**config.mk**
```make
export PLATFORM = sky130hd
export DESIGN_NAME = multiplier_arbiter_flat
export DESIGN_NICKNAME = d
export VERILOG_FILES = /design/src/rtl/multiplier_arbiter_if.sv /design/src/rtl/multiplier_arbiter.sv /design/src/flat_wrapper.sv
export SDC_FILE = /design/constraint.sdc
export NUM_CORES = 1
export LEC_CHECK = 0
export ABC_AREA = 1
export CAP_MARGIN = 20
export CORE_MARGIN = 5
export CORE_UTILIZATION = 35
export DETAILED_ROUTE_END_ITERATION = 16
export GPL_ROUTABILITY_DRIVEN = 0
export HOLD_SLACK_MARGIN = 0.1
export PLACE_DENSITY = 0.86
export SYNTH_ARGS = -nofsm -noshare
export SYNTH_HDL_FRONTEND = slang
export SYNTH_SLANG_ARGS = --single-unit
export TNS_END_PERCENT = 1
```
**constraint.sdc**
```tcl
create_clock -name clk -period 1.9 [get_ports clk]
set_input_delay 0.475 -clock clk [delete_from_list [all_inputs] [get_ports clk]]
set_output_delay 0.475 -clock clk [all_outputs]
set_load 0.005 [all_outputs]
```
**src/rtl/multiplier_arbiter_if.sv**
```systemverilog
// Requester, response and multiplier-side signals of multiplier_arbiter.
interface multiplier_arbiter_if #(
  parameter int WIDTH1  = 4,
  parameter int WIDTH2  = 4,
  parameter int NUM_REQ = 2
);
  logic [NUM_REQ-1:0]             req_valid;
  logic [NUM_REQ-1:0]             req_ready;
  logic [NUM_REQ-1:0][WIDTH1-1:0] req_in1;
  logic [NUM_REQ-1:0][WIDTH2-1:0] req_in2;
  logic [NUM_REQ-1:0]             resp_valid;
  logic [NUM_REQ-1:0]             resp_ready;
  logic [WIDTH1+WIDTH2-1:0]       resp_out;
  logic                           mul_en;
  logic [WIDTH1-1:0]              mul_in1;
  logic [WIDTH2-1:0]              mul_in2;
  logic [WIDTH1+WIDTH2-1:0]       mul_out;

  modport master (
    input  req_valid, req_in1, req_in2,
    input  resp_ready, mul_out,
    output req_ready, resp_valid, resp_out,
    output mul_en, mul_in1, mul_in2
  );

  modport slave (
    output req_valid, req_in1, req_in2,
    output resp_ready, mul_out,
    input  req_ready, resp_valid, resp_out,
    input  mul_en, mul_in1, mul_in2
  );
endinterface

```
**src/rtl/multiplier_arbiter.sv**
```systemverilog
// Round-robin sharing of one pipelined multiplier between NUM_REQ clients.
module multiplier_arbiter #(
  parameter int WIDTH1  = 4,
  parameter int WIDTH2  = 4,
  parameter int NUM_REQ = 2,
  parameter int LATENCY = 4
) (
  input  logic clk,
  input  logic rst,
  input  logic en,
  multiplier_arbiter_if.master bus
);
  localparam int IW = $clog2(NUM_REQ);

  logic [LATENCY-1:0]         tag_v;
  logic [LATENCY-1:0][IW-1:0] tag_id;
  logic [IW-1:0]              rr_ptr;
  logic [IW-1:0]              gnt;
  logic [IW-1:0]              sel;
  logic [IW-1:0]              tail_id;
  logic                       tail_v;
  logic                       any;
  logic                       stall;
  logic                       adv;
  logic                       fire;
  int                         idx;

  assign tail_v  = tag_v[LATENCY-1];
  assign tail_id = tag_id[LATENCY-1];
  assign stall   = tail_v && !bus.resp_ready[tail_id];
  assign adv     = en && !rst && !stall;
  assign fire    = adv && any;

  // Scan downward so the requester nearest rr_ptr wins.
  always_comb begin
    gnt = rr_ptr;
    any = 1'b0;
    idx = 0;
    sel = '0;
    for (int k = NUM_REQ - 1; k >= 0; k--) begin
      idx = int'(rr_ptr) + k;
      if (idx >= NUM_REQ) idx = idx - NUM_REQ;
      sel = IW'(idx);
      if (bus.req_valid[sel]) begin
        gnt = sel;
        any = 1'b1;
      end
    end
  end

  always_comb begin
    bus.req_ready  = '0;
    bus.resp_valid = '0;
    bus.req_ready[gnt] = adv;
    bus.resp_valid[tail_id] = tail_v && en && !rst;
  end

  // The multiplier keeps running through reset so its own pipe clears.
  assign bus.mul_en   = rst || adv;
  assign bus.mul_in1  = fire ? bus.req_in1[gnt] : '0;
  assign bus.mul_in2  = fire ? bus.req_in2[gnt] : '0;
  assign bus.resp_out = bus.mul_out;

  always_ff @(posedge clk) begin
    if (rst) begin
      tag_v  <= '0;
      tag_id <= '0;
      rr_ptr <= '0;
    end else if (adv) begin
      tag_v[0]  <= fire;
      tag_id[0] <= gnt;
      for (int s = 1; s < LATENCY; s++) begin
        tag_v[s]  <= tag_v[s-1];
        tag_id[s] <= tag_id[s-1];
      end
      if (fire) begin
        if (gnt == IW'(NUM_REQ - 1)) rr_ptr <= '0;
        else rr_ptr <= gnt + 1'b1;
      end
    end
  end
endmodule

```
**src/flat_wrapper.sv**
```systemverilog
// flat-port wrapper written by rule: the top's interface ports become plain ports
module multiplier_arbiter_flat 
#(
  parameter int WIDTH1  = 4,
  parameter int WIDTH2  = 4,
  parameter int NUM_REQ = 2,
  parameter int LATENCY = 4
)
  (clk, rst, en, bus_req_valid, bus_req_in1, bus_req_in2, bus_resp_ready, bus_mul_out, bus_req_ready, bus_resp_valid, bus_resp_out, bus_mul_en, bus_mul_in1, bus_mul_in2);
  multiplier_arbiter_if #(.WIDTH1(WIDTH1), .WIDTH2(WIDTH2), .NUM_REQ(NUM_REQ)) bus_i ();
  input  logic clk;
  input  logic rst;
  input  logic en;
  input wire logic [$bits(bus_i.req_valid)-1:0] bus_req_valid;
  input wire logic [$bits(bus_i.req_in1)-1:0] bus_req_in1;
  input wire logic [$bits(bus_i.req_in2)-1:0] bus_req_in2;
  input wire logic [$bits(bus_i.resp_ready)-1:0] bus_resp_ready;
  input wire logic [$bits(bus_i.mul_out)-1:0] bus_mul_out;
  output wire logic [$bits(bus_i.req_ready)-1:0] bus_req_ready;
  output wire logic [$bits(bus_i.resp_valid)-1:0] bus_resp_valid;
  output wire logic [$bits(bus_i.resp_out)-1:0] bus_resp_out;
  output wire logic [$bits(bus_i.mul_en)-1:0] bus_mul_en;
  output wire logic [$bits(bus_i.mul_in1)-1:0] bus_mul_in1;
  output wire logic [$bits(bus_i.mul_in2)-1:0] bus_mul_in2;
  assign bus_i.req_valid = bus_req_valid;
  assign bus_i.req_in1 = bus_req_in1;
  assign bus_i.req_in2 = bus_req_in2;
  assign bus_i.resp_ready = bus_resp_ready;
  assign bus_i.mul_out = bus_mul_out;
  assign bus_req_ready = bus_i.req_ready;
  assign bus_resp_valid = bus_i.resp_valid;
  assign bus_resp_out = bus_i.resp_out;
  assign bus_mul_en = bus_i.mul_en;
  assign bus_mul_in1 = bus_i.mul_in1;
  assign bus_mul_in2 = bus_i.mul_in2;
  multiplier_arbiter #(.WIDTH1(WIDTH1), .WIDTH2(WIDTH2), .NUM_REQ(NUM_REQ), .LATENCY(LATENCY)) u_core (.clk(clk), .rst(rst), .en(en), .bus(bus_i));
endmodule
```
# ---- Word level (Yosys, flattened, before mapping)
# Index checks and enable logic that the tools add are counted.
dict set report word_totals {
  register_bits 9
  input_bits 31
  output_inout_bits 21
  elab_cells 56
}
dict set report classes {
  n_addsub 4
  order_cmp 8
  mux 23
  bitwise_logic 2
  n_reduce_logical 13
}
# operator n
set ops {}
lappend ops {{$mux 4} 6}
lappend ops {{$mux 1} 15}
lappend ops {{$logic_and 1x1->1} 8}
lappend ops {{$lt 1x2->1 const B} 4}
lappend ops {{$and 2x2->2} 2}
lappend ops {{$logic_not 1->1} 3}
lappend ops {{$add 1x1->2 const B} 1}
lappend ops {{$demux 1 s1} 2}
lappend ops {{$ge 1x1->1 const B} 2}
lappend ops {{$ge 1x2->1 const B} 1}
lappend ops {{$ge 2x2->1 const B} 1}
lappend ops {{$reduce_and 2->1} 1}
lappend ops {{$sub 1x1->1 const B} 2}
lappend ops {{$add 1x1->1 const B} 1}
lappend ops {{$logic_or 1x1->1} 1}

# ---- Longest topological paths before layout
dict set report logic_depth {
  ltp_word 12
  ltp_mapped 6
  ltp_nobuf 6
}

# ---- Least setup slack after synthesis
# No wires, ideal clock.
dict set report synth_timing {
  kind {in2out}
  startpoint {input port bus_req_valid[1]}
  endpoint {output port bus_mul_in1[0]}
  arrival_time_ps 1034
  required_time_ps 1425
  slack_ps 391
  cell_stages 6
  path_buffers 0
  cell_sequence {nand2_1 nand2_2 nand2_2 nand2_1 nand2_1 nor2b_1}
}
dict set report synth_between {
  elab_chain_len 7
  word_cells_on_any_way 12
}
# item line_no
set synth_rtl {}
lappend synth_rtl {{start, declared} flat_wrapper.sv:14} ;# input wire logic [$bits(bus_i.req_valid)-1:0] bus_req_valid;
lappend synth_rtl {{$mux 1 (not written as such) (2 in a row)} multiplier_arbiter.sv:44} ;# if (bus.req_valid[sel]) begin
lappend synth_rtl {{$mux 1 (2 in a row)} multiplier_arbiter.sv:44}
lappend synth_rtl {{$mux 4 (not written as such) (2 in a row)} multiplier_arbiter.sv:60} ;# assign bus.mul_in1 = fire ? bus.req_in1[gnt] : '0;
lappend synth_rtl {{$mux 4 (*)} multiplier_arbiter.sv:60}
lappend synth_rtl {{end, declared} flat_wrapper.sv:23} ;# output wire logic [$bits(bus_i.mul_in1)-1:0] bus_mul_in1;
# Mark *: on every way between the ends. The rest lies on a longest branch, timed or not. The select of a mux whose other input is x is not followed.

# ---- Final worst setup path
dict set report layout_timing {
  startpoint {input port en}
  endpoint {output port bus_mul_in2[3]}
}
dict set report layout_between {
  elab_chain_len 4
}
# item line_no
set layout_rtl {}
lappend layout_rtl {{start, declared} flat_wrapper.sv:13} ;# input logic en;
lappend layout_rtl {{$logic_and 1x1->1 (2 in a row)} multiplier_arbiter.sv:31} ;# assign adv = en && !rst && !stall;
lappend layout_rtl {{$logic_and 1x1->1} multiplier_arbiter.sv:32} ;# assign fire = adv && any;
lappend layout_rtl {{$mux 4} multiplier_arbiter.sv:61} ;# assign bus.mul_in2 = fire ? bus.req_in2[gnt] : '0;
lappend layout_rtl {{end, declared} flat_wrapper.sv:24} ;# output wire logic [$bits(bus_i.mul_in2)-1:0] bus_mul_in2;
# Every way passes these cells.

==> reports/metrics.yaml <==
setup_path:
  rrSetupSlack_ns: 0.60
  crit_type: "in2out"
  path_buf_inv: 4
  regToRegEndpoint: "u_core.tag_id[2]"
  r2r_cells: 8
  startpoint_type: "primary input"
  path_cells: "clkdlybuf4s15_1 -> inv_2 -> nor2_4 -> buf_6 -> nand3_4 -> nor2b_1 -> buf_2"
  crit_family: "buffers and inverters"
  worstPathMaxFanout: 5
  slowest_stage: "clkdlybuf4s15_1"
  end_kind: "primary output"
  cpPeakStageDelay_ns: 0.18
  timing.rr.start: "u_core.tail_id"
  cp.required_ns: 1.42
  cp.arrival_ns: 1.38
power_and_ir_drop:
  power_frac_comb: 0.368
  p_sw_uw: 171.8
  switching_share: 0.3014
  cellPowerDensity_mw_per_mm2: 466.6
  leakage_uw: 0.0006309
  clkPwrFrac: 0.271
  seqPwrFrac: 0.361
  intPower_uw: 398.0
  vdd_ir_drop_max_v: 0.0003457
outcome:
  status: "complete, no violations"
final_layout:
  fin_area_sq_mm: 0.001221
  diodes: 0
  final_cells: 183
  nNetsFinal: 188
  drive_above_1_share: 0.3654
  final_util: 0.6421
  syn2layout_area_growth_pct: 79.74
cts:
  numCtsBuffers: 3
  htree_num_levels: 1
  cts.clk_slew.worst_paths_ns: 0.07
  clock-sinks: 9
  cts_max_path_buffers: 2
  cts_tree: "yes"
  clk_latency_ns: 0.27
  holdBufCountCts: 0
  cts-root-buf: "clkbuf_4"
placement:
  dp_hpwl_microns: 1544
  port_buffers: 35
  dpl_cell_area_sq_mm: 0.001092
  dpl.cell_count: 166
  post-place-ws_ns: -0.6185
grt:
  grt_first_pass_wirelength_microns: 3629
  grt_use_total: 0.1693
  grt_overflow: 0
  grt_pass1_vias: 874
  antenna_found_initial: 0
  grt_max_degree: 10
sta:
  final_max_slew_viol_count: 0
  post-route-period-util: 0.9787
  clock_skew_ns: 0.001561
  worst-slew-pin-transition_ns: 0.2065
  finalSetupViolations: 0
  layout_min_cycle_time_ns: 1.860
  slew_headroom: 0.8620
  fmax_ghz: 0.5377
  finalHoldViolCount: 0
  fin_ws_ns: 0.04039
  rsz0062_at_grt: "true"
floorplan:
  core-area_sq_mm: 0.001902
  die_w_microns: 54.06
  io_pins: 52
  start_util: 0.3572
  dieHeight_microns: 54.06
  design.die.area_sq_mm: 0.002922
  row_count: 16
synth:
  yosysWarnings: 0
  synthesis.area_sq_um: 679.4
  synth_top_area_frac: 0.2652
  seq_area_frac_synth: 0.2652
  syn_avg_cell_area_sq_um: 6.596
  synth_cell_type_count: 16
  netlist_instances: 103
  synthTopCellsByArea: "dfxtp_1 (27%), nand2_1 (17%), nand3_1 (15%)"
  yosys_register_bits: 9
  synth_top_area_cell: "dfxtp_1"
  syn_nets: 134
drt:
  via_count: 841
  viasPerCell: 4.596
  wl_per_cell_microns: 11.51
  final_antenna_net_count: 0
  drc_errors: 0
  dr.pass1.iters: 4
  routed_wl_microns: 2106
  drt_iter0_drc: 6
worst_hold_path:
  min_to: "u_core.tag_id[1]"
  min_path_type: "reg2reg"
  holdPathStages: 2
  min_from: "u_core.tag_id[1]"
flow_run:
  max-cap-violations: 0
worst register-to-register path, cell delays in order (launching register included):
cell and delay (ns):
dfxtp_2 0.36, inv_1 0.07, nand2_2 0.08, nand3_4 0.15
buf_4 0.18, buf_4 0.12, buf_4 0.12, nand3_1 0.07
nand2_1 0.06
synth_stat cells:
master    instances
nand2_2           4
nand2_4           1
nand3_1          21
buf_4             8
nand2_1          30
nand3_4           2
nor3_1            2
nand3b_1          1
nand4_1           1
nor2_4            1
a21oi_1           1
dfxtp_1           9
buf_6             1
inv_1            11
nor2_1            2
nor2b_1           8
state kept, by name, summed over array words and instances (netlist names):
name            flops
u_core.rr_ptr       1
u_core.tag_id       3
u_core.tag_v        4
u_core.tail_id      1
layout make-up:
| cell class | instances | area [sq um] |
|---|---|---|
| inverters | 11 | 41.29 |
| fillers | 179 | 680.7 |
| well taps | 27 | 33.78 |
| repair buffers | 57 | 499.2 |
| clock inverters | 1 | 5.005 |
| clock buffers | 3 | 22.52 |
| multi-input cells | 75 | 436.7 |
| flip-flops and latches | 9 | 182.7 |
per-stage QoR:
| step | setup TNS [ns] | power [uW] | hold slack [ns] |
|---|---|---|---|
| 5_1_grt | -0.1161 | 611.9 | 0.4921 |
| 2_1_floorplan | 0 | 299.7 | 0.4368 |
| 3_3_place_gp | -7.035 | 391.1 | 0.4525 |
| 3_5_place_dp | -7.382 | 396.0 | 0.4639 |
| 4_1_cts | 0 | 573.5 | 0.4732 |
| 6_report | 0 | 569.8 | 0.4745 |
metal layers:
layer | wire [microns] | GRT usage | up-vias | part of all wire
met4 | 36 | 0.06224 | 0 | 0.017
met2 | 1119 | 0.3145 | 38 | 0.53
met3 | 149 | 0.06094 | 4 | 0.071
li1 | - | - | 430 | -
met1 | 799 | 0.1711 | 369 | 0.38
met5 | 0 | 0 | - | 0
cells by family (layout without fill, tap and decap cells):
family | Yosys count | after routing | share of synthesized area
simple gates | 73 | 74 | 0.5617
buf+inv | 20 | 72 | 0.1657
flops | 9 | 9 | 0.2652
compound gates | 1 | 1 | 0.007359
repair_timing:
item | 4_1_cts | 5_1_grt
endpoints found under the setup margin | 13 | 12
cloned | 1 | 0
resized for setup | 67 | 7
pin swaps | 8 | 3
setup buffers | 13 | 0
how the worst max path moves through the flow:
stage | from | end | slack [ns] | cells past startpoint
3_3_place_gp | bus_req_valid[1] | bus_mul_in2[2] | -0.58 | 8
6_report | en | bus_mul_in2[3] | 0.04 | 7
4_1_cts | bus_req_valid[0] | bus_mul_in1[2] | 0.003 | 8
5_1_grt | u_core.rr_ptr | bus_mul_in1[3] | -0.03 | 8
2_1_floorplan | bus_req_valid[1] | bus_mul_in1[0] | 0.39 | 6
3_5_place_dp | bus_req_valid[0] | bus_mul_in1[2] | -0.62 | 7
power by group through the flow:
stage          Clock (uW)  Combinational (uW)  Sequential, uW
2_1_floorplan           0                91.7             208
3_3_place_gp            0                 182             209
3_5_place_dp            0                 187             209
4_1_cts               162                 207             205
5_1_grt               175                 229             207
6_report              155                 209             206
layout by cell type (no fill, tap or decap), drive strengths merged:
cell           netlist  routed
a21oi                1       1
buf                  9      32
clkbuf               0       4
clkdlybuf4s15        0       4
clkdlybuf4s50        0      16
clkinv               0       1
dfxtp                9       9
dlygate4sd2          0       4
inv                 11      11
nand2               35      35
nand3               23      24
nand3b               1       1
nand4                1       1
nor2                 3       3
nor2b                8       8
nor3                 2       2
Power figures use the tool's default switching activity.
